===== src/rtl/sbox_lane_arbiter_if.sv =====
// Signal bundle linking the round datapath, the key expander and the shared
// 32-bit S-box lane to the lane arbiter.
interface sbox_lane_arbiter_if;
  logic         stateReq;
  logic [127:0] stateIn;
  logic         stateDone;
  logic [127:0] stateOut;
  logic         keyReq;
  logic [31:0]  keyWord;
  logic         keyRot;
  logic         keyDone;
  logic [31:0]  keyOut;
  logic [31:0]  sboxIn;
  logic [31:0]  sboxOut;
  logic         busy;

  modport slave (
    input  stateReq, stateIn, keyReq, keyWord, keyRot, sboxOut,
    output stateDone, stateOut, keyDone, keyOut, sboxIn, busy
  );

  modport master (
    output stateReq, stateIn, keyReq, keyWord, keyRot, sboxOut,
    input  stateDone, stateOut, keyDone, keyOut, sboxIn, busy
  );
endinterface


===== src/rtl/sbox_lane_arbiter.sv =====
// Time-multiplexes one 4-byte S-box lane between a 128-bit SubBytes requester
// (four column passes) and a 32-bit SubWord/RotWord requester (one pass).
module sbox_lane_arbiter #(
  parameter int unsigned KEY_PRIORITY = 0
) (
  input logic               clk,
  input logic               rst,
  sbox_lane_arbiter_if.slave bus
);

  typedef enum logic [2:0] {IDLE, S_RUN, S_DONE, K_RUN, K_DONE} fsmState;
  typedef enum logic {GRANT_STATE, GRANT_KEY} grantOwner;

  fsmState         fsm;
  grantOwner       lastGrant;
  logic [1:0]      colCnt;
  logic [1:0]      nextCol;
  logic [0:3][31:0] stateBuf;
  logic [31:0]     keyWordRot;
  logic            grantKey;
  logic            grantState;

  // A tie goes to the key side under fixed priority, otherwise to whoever lost last time.
  assign grantKey   = bus.keyReq &&
                      (!bus.stateReq || (KEY_PRIORITY != 0) || (lastGrant == GRANT_STATE));
  assign grantState = bus.stateReq && !grantKey;
  assign nextCol    = colCnt + 2'd1;
  assign keyWordRot = bus.keyRot ? {bus.keyWord[23:0], bus.keyWord[31:24]} : bus.keyWord;

  // NOTE: the column buffer is pure datapath, always loaded at grant before it is
  // read, so it carries no reset and stays out of the control block.
  always_ff @(posedge clk) begin
    if (fsm == IDLE && grantState) begin
      stateBuf <= bus.stateIn;
    end else if (fsm == S_RUN) begin
      stateBuf[colCnt] <= bus.sboxOut;
    end
  end

  // NOTE: every output is a flop driven from this block, so sboxIn is loaded one
  // edge ahead with the column the lane must see during the next cycle.
  always_ff @(posedge clk) begin
    if (rst) begin
      fsm           <= IDLE;
      lastGrant     <= GRANT_KEY;
      colCnt        <= 2'd0;
      bus.stateOut  <= '0;
      bus.keyOut    <= '0;
      bus.stateDone <= 1'b0;
      bus.keyDone   <= 1'b0;
      bus.sboxIn    <= '0;
      bus.busy      <= 1'b0;
    end else begin
      bus.stateDone <= 1'b0;
      bus.keyDone   <= 1'b0;
      unique case (fsm)
        IDLE: begin
          if (grantKey) begin
            bus.sboxIn <= keyWordRot;
            lastGrant  <= GRANT_KEY;
            bus.busy   <= 1'b1;
            fsm        <= K_RUN;
          end else if (grantState) begin
            bus.sboxIn <= bus.stateIn[127:96];
            colCnt     <= 2'd0;
            lastGrant  <= GRANT_STATE;
            bus.busy   <= 1'b1;
            fsm        <= S_RUN;
          end
        end
        S_RUN: begin
          if (colCnt == 2'd3) begin
            bus.stateOut  <= {stateBuf[0], stateBuf[1], stateBuf[2], bus.sboxOut};
            bus.stateDone <= 1'b1;
            bus.sboxIn    <= '0;
            fsm           <= S_DONE;
          end else begin
            bus.sboxIn <= stateBuf[nextCol];
            colCnt     <= nextCol;
          end
        end
        S_DONE: begin
          colCnt   <= 2'd0;
          bus.busy <= 1'b0;
          fsm      <= IDLE;
        end
        K_RUN: begin
          bus.keyOut  <= bus.sboxOut;
          bus.keyDone <= 1'b1;
          bus.sboxIn  <= '0;
          fsm         <= K_DONE;
        end
        K_DONE: begin
          bus.busy <= 1'b0;
          fsm      <= IDLE;
        end
        default: begin
          bus.sboxIn <= '0;
          bus.busy   <= 1'b0;
          fsm        <= IDLE;
        end
      endcase
    end
  end

endmodule


===== src/flat_wrapper.sv =====
// flat-port wrapper written by rule: the top's interface ports become plain ports
module sbox_lane_arbiter_flat 
#(
  parameter int unsigned KEY_PRIORITY = 0
)
  (clk, rst, bus_stateReq, bus_stateIn, bus_keyReq, bus_keyWord, bus_keyRot, bus_sboxOut, bus_stateDone, bus_stateOut, bus_keyDone, bus_keyOut, bus_sboxIn, bus_busy);
  sbox_lane_arbiter_if bus_i ();
  input logic clk;
  input logic rst;
  input wire logic [$bits(bus_i.stateReq)-1:0] bus_stateReq;
  input wire logic [$bits(bus_i.stateIn)-1:0] bus_stateIn;
  input wire logic [$bits(bus_i.keyReq)-1:0] bus_keyReq;
  input wire logic [$bits(bus_i.keyWord)-1:0] bus_keyWord;
  input wire logic [$bits(bus_i.keyRot)-1:0] bus_keyRot;
  input wire logic [$bits(bus_i.sboxOut)-1:0] bus_sboxOut;
  output wire logic [$bits(bus_i.stateDone)-1:0] bus_stateDone;
  output wire logic [$bits(bus_i.stateOut)-1:0] bus_stateOut;
  output wire logic [$bits(bus_i.keyDone)-1:0] bus_keyDone;
  output wire logic [$bits(bus_i.keyOut)-1:0] bus_keyOut;
  output wire logic [$bits(bus_i.sboxIn)-1:0] bus_sboxIn;
  output wire logic [$bits(bus_i.busy)-1:0] bus_busy;
  assign bus_i.stateReq = bus_stateReq;
  assign bus_i.stateIn = bus_stateIn;
  assign bus_i.keyReq = bus_keyReq;
  assign bus_i.keyWord = bus_keyWord;
  assign bus_i.keyRot = bus_keyRot;
  assign bus_i.sboxOut = bus_sboxOut;
  assign bus_stateDone = bus_i.stateDone;
  assign bus_stateOut = bus_i.stateOut;
  assign bus_keyDone = bus_i.keyDone;
  assign bus_keyOut = bus_i.keyOut;
  assign bus_sboxIn = bus_i.sboxIn;
  assign bus_busy = bus_i.busy;
  sbox_lane_arbiter #(.KEY_PRIORITY(KEY_PRIORITY)) u_core (.clk(clk), .rst(rst), .bus(bus_i));
endmodule

===== config.mk =====
export PLATFORM = sky130hd
export DESIGN_NAME = sbox_lane_arbiter_flat
export DESIGN_NICKNAME = d
export VERILOG_FILES = /design/src/rtl/sbox_lane_arbiter_if.sv /design/src/rtl/sbox_lane_arbiter.sv /design/src/flat_wrapper.sv
export SDC_FILE = /design/constraint.sdc
export NUM_CORES = 1
export LEC_CHECK = 0
export ABC_AREA = 1
export BUFFER_PORTS_ARGS = -buffer_cell sky130_fd_sc_hd__buf_2
export CAP_MARGIN = 25
export CORE_ASPECT_RATIO = 1.4
export CORE_MARGIN = 8
export CORE_UTILIZATION = 55
export CTS_CLUSTER_SIZE = 25
export DETAILED_ROUTE_END_ITERATION = 8
export GPL_TIMING_DRIVEN = 0
export PLACE_DENSITY = 0.92
export SETUP_SLACK_MARGIN = 0.5
export SYNTH_ARGS = -nofsm -noshare
export SYNTH_HDL_FRONTEND = slang
export SYNTH_SLANG_ARGS = --single-unit

===== constraint.sdc =====
create_clock -name clk -period 5.8 [get_ports clk]
set_input_delay 0.87 -clock clk [delete_from_list [all_inputs] [get_ports clk]]
set_output_delay 0.87 -clock clk [all_outputs]
set_load 0.1 [all_outputs]

# Word level (Yosys, flattened, before mapping)
# Cells that the tools add are included.
dict set report word_totals {
  input_bits 197
  register_bits 329
  output_inout_bits 195
}
dict set report op_classes {
  n_reduce_logical 20
  bitwise 6
  n_addsub 1
  mux 28
  eq_ne 10
  n_lt_le_gt_ge 3
}
# cell count
set op_table {}
lappend op_table {{two-way mux 128 bit} 2}
lappend op_table {{two-way mux 32 bit} 7}
lappend op_table {{bitwise mux 128 bit} 1}
lappend op_table {{case mux 32 bit (3 select lines)} 1}
lappend op_table {{binary-select mux 32 bit (select 2 bit)} 1}
lappend op_table {{demux 32 bit (select 2 bit)} 1}
lappend op_table {{AND reduction 2 bit} 5}
lappend op_table {{two-way mux 3 bit} 3}
lappend op_table {{case mux 3 bit (3 select lines)} 1}
lappend op_table {{equality test 3 x 2 -> 1 bit, second input constant} 2}
lappend op_table {{>= comparator 3 bit, second input constant} 2}
lappend op_table {{two-way mux 1 bit} 6}
lappend op_table {{two-way mux 2 bit} 3}
lappend op_table {{inequality test 2 bit, second input constant} 3}
lappend op_table {{inverter 2 -> 3 bit} 2}
lappend op_table {{case mux 2 bit (3 select lines)} 1}
lappend op_table {{OR reduction 2 bit} 3}
lappend op_table {{logical AND 1 bit} 4}
lappend op_table {{inverter 1 bit} 4}
lappend op_table {{AND reduction 4 bit} 1}
lappend op_table {{nonzero test 2 bit} 2}
lappend op_table {{equality test 3 x 1 -> 1 bit, second input constant} 1}
lappend op_table {{equality test 3 bit, second input constant} 1}
lappend op_table {{logical NOT 3 bit} 1}
lappend op_table {{other kinds (9)} 10}

# Logic depth before layout (Yosys ltp)
dict set report logic_depth {
  word_depth 8
  depth_mapped 11
  depth_no_buf 9
}

# Worst setup path before layout
# OpenSTA, ideal clock, no wires.
dict set report synth_timing {
  path_type {in2reg}
  from {input port bus_stateReq}
  to {register u_core.stateBuf[0] (netlist bit) (enable)}
  cell_stages 6
  slack_ns 3.221
  required_time_ns 5.411
  setup_time_ns 0.389
  arrival_ns 2.190
  cell_sequence {nand2_1 nand2_2 nand3_4 buf_6 buf_2 nand2_1}
}
dict set report synth_via {
  elab_chain_len 7
}
# element line_no
set synth_lines {}
lappend synth_lines {{from (decl)} flat_wrapper.sv:10} ;# input wire logic [$bits(bus_i.stateReq)-1:0] bus_stateReq;
lappend synth_lines {{logical NOT 1 bit} sbox_lane_arbiter.sv:25} ;# (!bus.stateReq || (KEY_PRIORITY != 0) || (lastGrant == GRANT_STATE));
lappend synth_lines {{logical OR 1 bit} sbox_lane_arbiter.sv:25}
lappend synth_lines {{logical AND 1 bit} sbox_lane_arbiter.sv:24} ;# assign grantKey = bus.keyReq &&
lappend synth_lines {{logical NOT 1 bit} sbox_lane_arbiter.sv:26} ;# assign grantState = bus.stateReq && !grantKey;
lappend synth_lines {{logical AND 1 bit (*)} sbox_lane_arbiter.sv:26}
lappend synth_lines {{logical AND 1 bit (*)} sbox_lane_arbiter.sv:33} ;# if (fsm == IDLE && grantState) begin
lappend synth_lines {{nonzero test 2 bit (no source line) (*)} --}
lappend synth_lines {{to (signal assigned)} sbox_lane_arbiter.sv:34} ;# stateBuf <= bus.stateIn;
lappend synth_lines {{to (signal, indexed assignment)} sbox_lane_arbiter.sv:36} ;# stateBuf[colCnt] <= bus.sboxOut;
lappend synth_lines {{to (decl)} sbox_lane_arbiter.sv:18} ;# logic [0:3][31:0] stateBuf;
# Every way passes the cells marked *; elsewhere a longest branch is shown, timed or not.
# A chain may end at the register's enable or synchronous reset.

==> flow_results.org <==
** Detailed routing
- DRC marker count from the first detailed-route iteration :: ~1600
- The routed layout has around 16000 vias.
- The final layout contains routed wiring with a total length of just over 60 mm.
- DRC Markers :: 0
- Number of iterations in the first detailed-routing pass :: 8
- WL per Instance :: around 21 µm
- The detail route stage leaves a number of antenna-violating nets equal to 0.
- In the routed layout, each cell is associated on average with a via count of 5.57.

** GRT
- First-pass GRT wire length :: around 90 mm
- Global-route track usage on met2 :: 0.613
- GRT met1 Usage :: 0.392
- Largest net degree at the start of global routing :: 33
- Number of antenna violations at the first check in global routing :: 8
- The number of global-route vias before repair was about 16000.
- The total overflow left after global routing is 0.
- In the global route stage, overall resource usage came out at 0.357.
- Peak-usage layer in the global routing report :: met2
- In the global route stage, met3 resource usage came out at 0.0848.

** CTS
- Buffers added to address setup during post-CTS repair amount to 0.
- Buffers inserted during clock tree synthesis total 31.
- In this run the number of H-tree levels came out at 1.
- Clock latency on the worst-skew pair, taken at its later pin, is between 0.5 and 0.6 ns.
- Clock tree from TritonCTS :: built
- Number of hold buffers added after cts :: 0
- Clock root buffer :: clkbuf_16
- Register clock-pin slew on the reported worst setup and hold paths :: about 0.070 ns
- No sink is reached through more buffers than the 3 on the longest clock path.
- The tree built by TritonCTS fans out to between 300 and 400 sinks.
- Post_cts resized :: 0

** Power
- Of the total power, registers draw 0.403.
- Fraction of power spent switching nets :: 0.386
- Pwr dens :: between 300 and 400 nW/µm²
- Internal power comes to ~0.0044 W.
- The share of total power dissipated in the clock network is 0.289.
- IR analysis of the VDD net gives a maximum drop of between 200 and 300 µV.
- Total net switching power :: 0.00277 W
- Logic pwr share :: 0.308
- Static leakage :: 9.52 nW

** Critical path
- Worst reg2reg setup slack :: between 2 and 3 ns
- CP required :: 6.08 ns
- STA classifies the critical path endpoint as a flop.
- Critical Path Slowest Stage Cell :: nand2_1
- On the worst path, the slowest cell contributes a delay of 0.62 ns.
- Startpoint type of the worst setup path :: flop
- For the worst flop-to-flop path, the logic depth is 8.
- The critical path goes through inv_1 -> clkbuf_1 -> ha_1 -> clkbuf_1 -> buf_1 -> nand2_1 -> nand2_1 -> buf_16.
- Crit-path max FO :: 18
- Data arrival time at the worst-slack endpoint :: between 3 and 4 ns
- Crit Reg-Reg Startpoint :: u_core.colCnt[0]$_SDFFE_PP0P_
- The worst setup path is of the reg -> reg kind.
- Reg-to-Reg End :: u_core.stateBuf[36]$_DFFE_PP_

** STA
- Setup violations remaining at the end of the flow were counted as 0.
- The worst pin sits at a relative slew slack of 0.341.
- Setup repair after global routing missed its margin :: no
- In the finished design, the share of the clock period the worst path needs comes to 0.565.
- Number of pins with negative max-slew slack in the final report :: 0
- Hold is met by between 0.4 and 0.5 ns.
- The worst path in the final design needs a cycle of roughly 3.3 ns, including I/O delays and setup.
- Timing would allow up to roughly 300 MHz.
- Adding up every negative setup slack in the final design gives 0 ns.
- The final hold violation count was 0.
- At the pin with the least slew margin, the transition time is 0.986 ns.
- Clock skew on the completed layout was measured at approximately 0.013 ns.

** Place
- Buffers placed on the I/O ports in this run total between 300 and 400.
- Detailed placement finished with a half-perimeter wire length of approximately 48 mm.
- Final RePlAce weighted congestion :: ~1.1

** Logic synthesis
- Number of distinct library cells after synthesis :: 24
- Synth warnings :: 0
- The largest total area in the synthesized netlist belongs to dfxtp_1.
- By area the synthesized netlist is led by dfxtp_1, edfxtp_1, nand2_1.
- Synthesis produced a netlist with a net count of around 2200.
- The share of synthesized area in the top cell type comes to 0.266.
- Of the synthesized area, sequential elements account for 0.519.
- Synthesis produced 2045 cells.
- After synthesis the netlist holds a flip-flop and latch count of 329.
- Syn Area/Cell :: about 7.4 µm²
- Netlist area before placement :: approximately 15000 µm²

** Die
- The die covers approximately 33000 µm².
- Row generation in the floorplan step produced 72 rows.
- Pin placement for this block handled 392 I/O pins.
- The initial utilization of the core area, before any placement, comes to 0.553.
- Placeable core region :: 27400 µm²
- From left edge to right edge, the die measures 156 µm.
- From bottom edge to top edge, the die measures ~210 µm.

** Worst hold path
- Along the worst hold path, the cell count comes to 2.
- The tightest min-delay check is of the reg -> reg type.
- In this run the most critical hold path is launched from u_core.bus.stateOut[18]$_SDFFE_PP0P_.
- The path with the worst hold slack has its endpoint at u_core.bus.stateOut[18]$_SDFFE_PP0P_.

** Run
- Number of violations of the max-capacitance limit :: 0

** Final layout
- Area added between synthesis and finish :: 23.4%
- The final layout contains 2672 nets.
- Of the cells placed in the final design, the portion with a size suffix greater than 1 is 0.205.

** Run status
- Outcome :: finished, final reports clean
## cells in the mapped netlist (all sizes together)
library cell and number:
nand2 535, nor2 329, nand3 261, o21ai 259, dfxtp 201, inv 175
edfxtp 128, buf 80, clkbuf 64, a21oi 6, ha 4, nor3 2
nand3b 1
## power groups by stage
| stage | Clock, W | Combinational [W] | Sequential, W |
|---|---|---|---|
| floorplan | 0 | 0.000910 | 0.00351 |
| global placement | 0 | 0.00211 | 0.00292 |
| detailed placement | 0 | 0.00216 | 0.00292 |
| CTS | 0.00206 | 0.00217 | 0.00288 |
| global route | 0.00215 | 0.00234 | 0.00290 |
| finish | 0.00207 | 0.00221 | 0.00289 |
## metrics by stage
stage / util / worst slack, ns / total power [W] / instances / area, µm²
after floorplan: - / 3.22 / 0.00442 / 2045 / 15200
after global placement: 0.641 / 2.30 / 0.00503 / 2805 / 17600
after detailed placement: 0.645 / 2.63 / 0.00509 / 2808 / 17700
after CTS: 0.682 / 2.56 / 0.00710 / 2864 / 18700
after global routing: 0.683 / 2.41 / 0.00740 / 2870 / 18700
final: 0.683 / 2.52 / 0.00717 / 2871 / 18700
## kinds of logic after synthesis
family	after synthesis	synth area share
AOI/OAI and AO/OA	265	0.0878
adders and majority gates	4	0.00330
buffers and inverters	319	0.0854
DFF	329	0.519
and+or+nand+nor	1128	0.304
## worst max path at each step
stage | start | end | cells after the start | slack, ns
finish | u_core.colCnt[0]$_SDFFE_PP0P_ | u_core.stateBuf[36]$_DFFE_PP_ | 8 | 2.52
global route | u_core.colCnt[0]$_SDFFE_PP0P_ | u_core.stateBuf[36]$_DFFE_PP_ | 8 | 2.41
CTS | u_core.colCnt[0]$_SDFFE_PP0P_ | u_core.stateBuf[36]$_DFFE_PP_ | 8 | 2.56
detailed placement | bus_stateReq | u_core.stateBuf[68]$_DFFE_PP_ | 8 | 2.63
global placement | u_core.colCnt[0]$_SDFFE_PP0P_ | u_core.stateBuf[105]$_DFFE_PP_ | 7 | 2.30
floorplan | bus_stateReq | u_core.stateBuf[0]$_DFFE_PP_ | 6 | 3.22
## layer usage
| layer | wire length, µm | share of wire |
|---|---|---|
| met4 | 3970 | 0.065 |
| met2 | 29500 | 0.48 |
| met3 | 6680 | 0.11 |
| met5 | 23 | 0.00038 |
| met1 | 20800 | 0.34 |
## layout by cell type, fill, tap and decap left out, types with 4 or more instances in the layout
| master | count |
|---|---|
| edfxtp_1 | 128 |
| dfxtp_1 | 201 |
| nand2_1 | 532 |
| clkbuf_16 | 34 |
| a21oi_1 | 5 |
| clkbuf_1 | 73 |
| o21ai_0 | 134 |
| diode_2 | 7 |
| o21ai_1 | 125 |
| nor2_1 | 326 |
| buf_1 | 22 |
| ha_1 | 4 |
| clkbuf_8 | 9 |
| nand3_1 | 258 |
| buf_4 | 7 |
| buf_2 | 440 |
| inv_1 | 172 |
## flip-flops by register name, summed over array words and instances (netlist names), 2 cells and up
signal,count
u_core.bus.keyOut,32
u_core.fsm,3
u_core.bus.sboxIn,32
u_core.bus.stateOut,128
u_core.stateBuf,128
u_core.colCnt,2
## critical path, delay by kind of cell, from the launching register on
kind	cells	cell delay (ns)
adder cells (fa/ha/maj)	1	0.26
buffers and inverters	5	1.61
flip-flops	1	0.35
AND/OR/NAND/NOR	2	0.74
## area by class of cell
| cell class | instances | area (µm²) |
|---|---|---|
| diodes | 7 | 17.5 |
| plain buffers | 144 | 637 |
| clock buffers | 52 | 1010 |
| clock inverters | 4 | 23.8 |
| fillers | 2390 | 8680 |
| inverters | 175 | 657 |
| multi-input cells | 1397 | 5990 |
| flip-flops and latches | 329 | 7870 |
| well taps | 370 | 463 |
| repair buffers | 393 | 2030 |
(Power assumes the default switching activity.)
